===== config.mk =====
export PLATFORM = sky130hd
export DESIGN_NAME = int_dispatch_ctrl_flat
export DESIGN_NICKNAME = d
export VERILOG_FILES = /design/src/rtl/int_dispatch_if.sv /design/src/rtl/int_dispatch_ctrl.sv /design/src/flat_wrapper.sv
export SDC_FILE = /design/constraint.sdc
export NUM_CORES = 1
export LEC_CHECK = 0
export CORE_ASPECT_RATIO = 0.75
export CORE_MARGIN = 1
export CORE_UTILIZATION = 46
export DETAILED_ROUTE_END_ITERATION = 10
export PLACE_DENSITY = 0.85
export SYNTH_ARGS = -nofsm -noshare
export SYNTH_HDL_FRONTEND = slang
export SYNTH_SLANG_ARGS = --single-unit
export TNS_END_PERCENT = 5

===== constraint.sdc =====
create_clock -name clk -period 3.74 [get_ports clk]
set_clock_uncertainty 0.1 [all_clocks]
set_input_delay 0.748 -clock clk [delete_from_list [all_inputs] [get_ports clk]]
set_output_delay 0.748 -clock clk [all_outputs]
set_load 0.05 [all_outputs]

===== src/rtl/int_dispatch_if.sv =====
// Handshake bundle between the interrupt queue / multicycle CPU and the dispatch controller.
// master = controller side, slave = queue + CPU side.
interface int_dispatch_if;
    logic        q_valid;
    logic [2:0]  q_mode;
    logic        q_dequeue;
    logic        instr_boundary;
    logic [31:0] pc_next;
    logic        eret;
    logic        ie_write;
    logic        ie_wdata;
    logic        take_int;
    logic        take_ret;
    logic [31:0] redirect_pc;
    logic [31:0] epc;
    logic [2:0]  cause;
    logic        ie;
    logic        in_handler;
    logic [7:0]  spurious_cnt;

    modport master (
        input  q_valid, q_mode, instr_boundary, pc_next, eret, ie_write, ie_wdata,
        output q_dequeue, take_int, take_ret, redirect_pc, epc, cause, ie,
               in_handler, spurious_cnt
    );

    modport slave (
        output q_valid, q_mode, instr_boundary, pc_next, eret, ie_write, ie_wdata,
        input  q_dequeue, take_int, take_ret, redirect_pc, epc, cause, ie,
               in_handler, spurious_cnt
    );
endinterface


===== src/rtl/int_dispatch_ctrl.sv =====
// Consumer of the interrupt-mode queue: takes the head entry at an instruction
// boundary, vectors the CPU per mode, and restores the PC on eret.
module int_dispatch_ctrl #(
    parameter logic [31:0] VEC_BASE   = 32'h0000_0080,
    parameter logic [31:0] VEC_STRIDE = 32'd16,
    parameter logic        IE_RESET   = 1'b1
) (
    input  logic         clk,
    input  logic         rst,
    int_dispatch_if.master bus
);
    typedef enum logic [2:0] {IDLE, DROP, ACCEPT, HANDLER, RETURN} state_t;

    state_t      state, state_n;
    logic        deq_q, deq_n;
    logic        tint_q, tint_n;
    logic        tret_q, tret_n;
    logic [31:0] redir_q, redir_n;
    logic [31:0] epc_q, epc_n;
    logic [2:0]  cause_q, cause_n;
    logic        ie_q, ie_n;
    logic [7:0]  spur_q, spur_n;
    logic        accept;

    assign accept = bus.q_valid & ie_q & bus.instr_boundary;

    always_ff @(posedge clk) begin
        if (rst) begin
            state   <= IDLE;
            deq_q   <= 1'b0;
            tint_q  <= 1'b0;
            tret_q  <= 1'b0;
            redir_q <= '0;
            epc_q   <= '0;
            cause_q <= '0;
            ie_q    <= IE_RESET;
            spur_q  <= '0;
        end else begin
            state   <= state_n;
            deq_q   <= deq_n;
            tint_q  <= tint_n;
            tret_q  <= tret_n;
            redir_q <= redir_n;
            epc_q   <= epc_n;
            cause_q <= cause_n;
            ie_q    <= ie_n;
            spur_q  <= spur_n;
        end
    end

    always_comb begin
        state_n = state;
        deq_n   = 1'b0;
        tint_n  = 1'b0;
        tret_n  = 1'b0;
        redir_n = redir_q;
        epc_n   = epc_q;
        cause_n = cause_q;
        // software write applies unless the FSM touches ie below
        ie_n    = bus.ie_write ? bus.ie_wdata : ie_q;
        spur_n  = spur_q;
        case (state)
            IDLE: begin
                if (accept) begin
                    deq_n = 1'b1;
                    if (bus.q_mode == 3'd0) begin
                        state_n = DROP;
                        spur_n  = (spur_q == 8'hFF) ? spur_q : spur_q + 8'd1;
                    end else begin
                        state_n = ACCEPT;
                        tint_n  = 1'b1;
                        epc_n   = bus.pc_next;
                        cause_n = bus.q_mode;
                        ie_n    = 1'b0;
                        redir_n = VEC_BASE + 32'(bus.q_mode) * VEC_STRIDE;
                    end
                end
            end
            DROP:    state_n = IDLE;
            ACCEPT:  state_n = HANDLER;
            HANDLER: begin
                if (bus.eret) begin
                    state_n = RETURN;
                    tret_n  = 1'b1;
                    redir_n = epc_q;
                    ie_n    = 1'b1;
                end
            end
            RETURN:  state_n = IDLE;
            default: state_n = IDLE;
        endcase
    end

    assign bus.q_dequeue    = deq_q;
    assign bus.take_int     = tint_q;
    assign bus.take_ret     = tret_q;
    assign bus.redirect_pc  = redir_q;
    assign bus.epc          = epc_q;
    assign bus.cause        = cause_q;
    assign bus.ie           = ie_q;
    assign bus.spurious_cnt = spur_q;
    assign bus.in_handler   = (state == ACCEPT) || (state == HANDLER);
endmodule


===== src/flat_wrapper.sv =====
// flat-port wrapper written by rule: the top's interface ports become plain ports
module int_dispatch_ctrl_flat 
#(
    parameter logic [31:0] VEC_BASE   = 32'h0000_0080,
    parameter logic [31:0] VEC_STRIDE = 32'd16,
    parameter logic        IE_RESET   = 1'b1
)
  (clk, rst, bus_q_valid, bus_q_mode, bus_instr_boundary, bus_pc_next, bus_eret, bus_ie_write, bus_ie_wdata, bus_q_dequeue, bus_take_int, bus_take_ret, bus_redirect_pc, bus_epc, bus_cause, bus_ie, bus_in_handler, bus_spurious_cnt);
  int_dispatch_if bus_i ();
  input  logic clk;
  input  logic rst;
  input wire logic [$bits(bus_i.q_valid)-1:0] bus_q_valid;
  input wire logic [$bits(bus_i.q_mode)-1:0] bus_q_mode;
  input wire logic [$bits(bus_i.instr_boundary)-1:0] bus_instr_boundary;
  input wire logic [$bits(bus_i.pc_next)-1:0] bus_pc_next;
  input wire logic [$bits(bus_i.eret)-1:0] bus_eret;
  input wire logic [$bits(bus_i.ie_write)-1:0] bus_ie_write;
  input wire logic [$bits(bus_i.ie_wdata)-1:0] bus_ie_wdata;
  output wire logic [$bits(bus_i.q_dequeue)-1:0] bus_q_dequeue;
  output wire logic [$bits(bus_i.take_int)-1:0] bus_take_int;
  output wire logic [$bits(bus_i.take_ret)-1:0] bus_take_ret;
  output wire logic [$bits(bus_i.redirect_pc)-1:0] bus_redirect_pc;
  output wire logic [$bits(bus_i.epc)-1:0] bus_epc;
  output wire logic [$bits(bus_i.cause)-1:0] bus_cause;
  output wire logic [$bits(bus_i.ie)-1:0] bus_ie;
  output wire logic [$bits(bus_i.in_handler)-1:0] bus_in_handler;
  output wire logic [$bits(bus_i.spurious_cnt)-1:0] bus_spurious_cnt;
  assign bus_i.q_valid = bus_q_valid;
  assign bus_i.q_mode = bus_q_mode;
  assign bus_i.instr_boundary = bus_instr_boundary;
  assign bus_i.pc_next = bus_pc_next;
  assign bus_i.eret = bus_eret;
  assign bus_i.ie_write = bus_ie_write;
  assign bus_i.ie_wdata = bus_ie_wdata;
  assign bus_q_dequeue = bus_i.q_dequeue;
  assign bus_take_int = bus_i.take_int;
  assign bus_take_ret = bus_i.take_ret;
  assign bus_redirect_pc = bus_i.redirect_pc;
  assign bus_epc = bus_i.epc;
  assign bus_cause = bus_i.cause;
  assign bus_ie = bus_i.ie;
  assign bus_in_handler = bus_i.in_handler;
  assign bus_spurious_cnt = bus_i.spurious_cnt;
  int_dispatch_ctrl #(.VEC_BASE(VEC_BASE), .VEC_STRIDE(VEC_STRIDE), .IE_RESET(IE_RESET)) u_core (.clk(clk), .rst(rst), .bus(bus_i));
endmodule

# After elaboration in Yosys (flattened, before gate mapping)
# Index checks and enable logic that the tools add are counted.
[totals] regBits=82 inputBits=42
[op_classes] add_sub_neg=2 eq_ne=6 muxes=16 n_bitwise=7 reduce_logical=11
[op_table] operator="2-to-1 mux 32 bit" n=3
[op_table] operator="case mux 32 bit (2 select lines)" n=1
[op_table] operator="adder 8 x 7 -> 9 bit, first input constant" n=1
[op_table] operator="case mux 3 bit (3 select lines)" n=1
[op_table] operator="adder 8 x 1 -> 8 bit, second input constant" n=1
[op_table] operator="equality test 8 bit, second input constant" n=1
[op_table] operator="AND reduction 4 bit" n=2
[op_table] operator="2-to-1 mux 1 bit" n=7
[op_table] operator="equality test 3 x 2 -> 1 bit, second input constant" n=2
[op_table] operator="zero test 3 bit" n=2
[op_table] operator="2-to-1 mux 3 bit" n=2
[op_table] operator="NOT 1 bit" n=5
[op_table] operator="inequality test 2 bit, second input constant" n=2
[op_table] operator="OR reduction 2 bit" n=2
[op_table] operator="AND reduction 3 bit" n=1
[op_table] operator="OR reduction 3 bit" n=1
[op_table] operator="bitwise AND 1 bit" n=2
[op_table] operator="2-to-1 mux 2 bit" n=1
[op_table] operator="inequality test 2 x 1 -> 1 bit, second input constant" n=1
[op_table] operator="case mux 1 bit (2 select lines)" n=1
[op_table] operator="AND reduction 2 bit" n=1
[op_table] operator="nonzero test 2 bit" n=1
[op_table] operator="logical OR 1 bit" n=1

# Depth between registers and ports, before layout
[logic_depth] depth_word=4 ltp_mapped=7

# Least setup slack after synthesis
# Ideal clock, no wire load.
[synth_path] path_type="input port to flip-flop" start="input port bus_q_mode[2]" end="register u_core.spur_q[7], in the netlist u_core.bus.spurious_cnt[7]" t_arrival_ns=1.917 t_required_ns=3.519 slack_ns=1.603 stages=5 n_path_buf=1 path_cell_list="nor3_4 > nand3_2 > buf_6 > nor4_1 > mux2_2"
[synth_via] elab_chain_len=2
[synth_rtl] item="start: declaration" line_no="flat_wrapper.sv:13" rtl="input wire logic [$bits(bus_i.q_mode)-1:0] bus_q_mode;"
[synth_rtl] item="zero test 3 bit" line_no="int_dispatch_ctrl.sv:66" rtl="if (bus.q_mode == 3'd0) begin"
[synth_rtl] item="AND reduction 4 bit (no source line)"
[synth_rtl] item="end signal: assignment" line_no="int_dispatch_ctrl.sv:47" rtl="spur_q <= spur_n;"
[synth_rtl] item="end: declaration" line_no="int_dispatch_ctrl.sv:22" rtl="logic [7:0] spur_q, spur_n;"
# Every way passes these cells.
# A chain may end at the register's enable or synchronous reset.

# Worst setup path in the final report
[layout_path] start="register u_core.state[1]" end="output port bus_in_handler"
[layout_via] elab_chain_len=2
[layout_rtl] item="start: declaration" line_no="int_dispatch_ctrl.sv:14" rtl="state_t state, state_n;"
[layout_rtl] item="start signal: assignment" line_no="int_dispatch_ctrl.sv:39" rtl="state <= state_n;"
[layout_rtl] item="equality test 3 x 2 -> 1 bit" line_no="int_dispatch_ctrl.sv:102" rtl="assign bus.in_handler = (state == ACCEPT) || (state == HANDLER);"
[layout_rtl] item="logical OR 1 bit *" line_no="int_dispatch_ctrl.sv:102"
[layout_rtl] item="end: declaration" line_no="flat_wrapper.sv:26" rtl="output wire logic [$bits(bus_i.in_handler)-1:0] bus_in_handler;"
# Every way passes the cells marked *; elsewhere a longest branch is shown, timed or not.

==> key figures <==
Outcome
  • Result of the run: complete, no violations

Die
  • Chip Width: 94.5 µm
  • FP Rows: 24
  • Boundary Pins: 122
  • Core ar.: 0.00601 mm²
  • Total Die Area: 0.00674 mm²
  • Initial Utilization: 0.491
  • Chip height: 71.4 µm

Detailed routing
  • Met1 layer wirelength in the final routing: 3490 µm
  • Count of routing violations after the opening detailed-route iteration: 157
  • DRC violations left: 0
  • Number of nets with antenna violations after detailed routing: 0
  • DRT Pass-1 Iters: 5
  • Routed wl met2: 3590 µm
  • Final routed wire length divided by cell count: 15.4 µm
  • Average via count per standard cell: 5.42
  • Detailed-route via count: 2762
  • Total met3 wirelength after detailed routing: 722 µm
  • Total wire length after detailed routing: 7880 µm
  • Top routing layer used: met4

Setup path
  • Setup crit start kind: register
  • Worst Path Required: 2.89 ns
  • CP Cell Sequence: and2b_1 -> clkdlybuf4s50_1
  • Critical Path Fanout Max: 8
  • Slowest stage delay, CP: 0.81 ns
  • Buffering stage count on the worst path with inverters included: 1
  • CP delay by family, top: buffers and inverters
  • Cell with the largest stage delay on the worst path: sky130_fd_sc_hd__clkdlybuf4s50_1
  • Critical Path End Type: primary output
  • Worst Path Arrival: 1.91 ns
  • Critical path class: reg2out

Synth
  • Net Count, Synth: 352
  • Synth Instances: 309
  • Library cells used by synthesis: 40
  • Flip-flop and latch count after synthesis: 82
  • Mean instance size in the synthesized netlist: 9.55 µm²
  • Portion of synthesized cell area occupied by the leading cell type: 0.556
  • Post-synthesis cell type with the largest combined area: sky130_fd_sc_hd__dfxtp_1
  • Count of flip-flops with a built-in enable after synthesis: 0
  • Warnings from Yosys: 0
  • Sequential element share of the synthesized area: 0.556
  • Primary flip-flop cell chosen by synthesis mapping: sky130_fd_sc_hd__dfxtp_1
  • Proportion of register bits with asynchronous set or reset after synthesis: 0
  • Mapped cell area: 0.00295 mm²
  • Largest cells by area after synthesis: sky130_fd_sc_hd__dfxtp_1, sky130_fd_sc_hd__nand2_1, sky130_fd_sc_hd__a22o_1

Global routing
  • Via count of the first global-routing pass: 2522
  • First-pass GRT wire length: 12400 µm
  • Initial antenna violation count: 0
  • Remaining global-route overflow: 0
  • Pin count of the biggest net entering global routing: 58
  • GRT Resource Usage Total: 0.237

STA
  • Fin worst setup slack: 0.984 ns
  • Hold Vio Cnt, Final: 0
  • Slew at the pin closest to its max-slew limit: 0.655 ns
  • Fin Setup TNS: 0 ns
  • Count of pins over their slew limit: 0
  • Achievable clock frequency: 363 MHz
  • Final setup vio count: 0
  • Tightest slew margin relative to the limit: 0.563
  • Worst-case hold slack: 0.374 ns
  • RSZ-0062 raised after global routing: no
  • Shortest clock period the worst path allows after layout: 2.76 ns
  • Final Cycle Share: 0.737

Placed design
  • Final weighted congestion in routability-driven placement: 0.824
  • Setup Slack @ Placement: 0.849 ns
  • Count of input and output buffers: 121
  • Final HPWL DP: 5290 µm
  • Placed instance area: 0.00422 mm²

Clocking
  • TritonCTS clock tree: done
  • Skew-Pair Late Insertion Delay: 0.34 ns
  • Number of gates given a new drive strength after cts: 0
  • Number of sinks on the clock net: 82
  • Postcts setup bufs: 0
  • Number of buffers created by CTS: 9
  • Clock slew at the register clock pins of the worst setup and hold paths: 0.08 ns
  • Cell at the root of the clock tree: sky130_fd_sc_hd__clkbuf_8
  • Max clock buf depth: 2
  • H-tree depth reported by CTS: 3
  • CTS Hold Buffers Added: 0

Finish
  • Area growth syn-to-layout: 49.6%
  • Number of inserted diodes: 0
  • Final-layout fill cell count: 471
  • Util after Layout: 0.735
  • Most common library cell in the layout ignoring fill and taps: sky130_fd_sc_hd__clkdlybuf4s50_1
  • Fraction of layout instances using a drive strength above 1: 0.0718
  • Layout Cell Area excl Fill: 0.00441 mm²
  • Number of nets at the end of the flow: 470
  • Commonest cells after routing, fill and taps aside: sky130_fd_sc_hd__clkdlybuf4s50_1, sky130_fd_sc_hd__dfxtp_1, sky130_fd_sc_hd__nand2_1, sky130_fd_sc_hd__a21oi_1, sky130_fd_sc_hd__a22o_1

Pwr
  • Total leakage power: 0.00157 µW
  • Pwr per Cell Area: 452 mW/mm²
  • VDD IR max: 0.000269 V

Hold path
  • Classification of the worst-slack hold path: reg2reg

Flow run
  • Count of maximum capacitance violations: 0
report_power, final:
part | switching, µW | internal, µW
combinational | 262 | 159
clock | 301 | 327
sequential | 34.7 | 911
synthesized netlist by cell type, types with 2 or more instances:
cell type                  instances
sky130_fd_sc_hd__a21oi_1          43
sky130_fd_sc_hd__a22o_1           28
sky130_fd_sc_hd__a22oi_1           3
sky130_fd_sc_hd__a311oi_1          4
sky130_fd_sc_hd__buf_2             5
sky130_fd_sc_hd__buf_4             4
sky130_fd_sc_hd__clkbuf_1         10
sky130_fd_sc_hd__dfxtp_1          82
sky130_fd_sc_hd__mux2_2            2
sky130_fd_sc_hd__mux2i_1           5
sky130_fd_sc_hd__nand2_1          67
sky130_fd_sc_hd__nand2b_1          3
sky130_fd_sc_hd__nand3_1           7
sky130_fd_sc_hd__nor2_1           13
sky130_fd_sc_hd__nor2b_1           3
sky130_fd_sc_hd__nor3_4            2
sky130_fd_sc_hd__nor4_1            2
sky130_fd_sc_hd__o31ai_1           2
sky130_fd_sc_hd__or4_1             3
sequential cells by signal, indices dropped and copies added, names as in the netlist, 3 cells and up:
name and flops:
u_core.bus.redirect_pc 32, u_core.bus.spurious_cnt 8, u_core.state 3, u_core.bus.cause 3, u_core.bus.epc 32
tightest hold or removal path: stages (launching register included):
cell,delay (ns)
sky130_fd_sc_hd__dfxtp_1,0.32
sky130_fd_sc_hd__nand2_1,0.05
sky130_fd_sc_hd__a21oi_1,0.05
final timing paths:
check	from	end	slack [ns]	cells past startpoint
max	u_core.state[1]	bus_in_handler	0.98	2
min	u_core.bus.epc[19]	u_core.bus.epc[19]	0.37	2
max reg2reg	u_core.state[1]	u_core.bus.redirect_pc[23]	1.52	5
min reg2reg	u_core.bus.epc[19]	u_core.bus.epc[19]	0.37	2
metal layers:
layer / up-vias / track usage
met5: - / 0
met4: 0 / 0.0707
met3: 8 / 0.0987
met2: 115 / 0.358
met1: 1305 / 0.311
li1: 1334 / -
through the flow:
step	instances	power, µW
2_1_floorplan	309	1230
3_3_place_gp	494	1380
3_5_place_dp	494	1390
4_1_cts	510	2010
5_1_grt	510	2080
6_report	510	1990
area by class of cell:
cell class                 instances  area, µm²  share of cell area
clock buffer                      12        145              0.0329
clock inverter                     4       51.3              0.0116
multi-input combinational        207       1210               0.275
tap                               78       97.6              0.0221
timing repair buffer             127       1260               0.286
sequential                        82       1640               0.372
cell families (layout without fill, tap and decap cells):
group           count (synthesis)  after routing  synth area share
compound gates                 89             89             0.205
fa+ha+maj                       1              1           0.00424
buf+inv                        20            143            0.0352
flops                          82             82             0.556
mux                             7              7            0.0246
simple gates                  110            110             0.174
No activity file was read; power rests on OpenSTA's default activity.
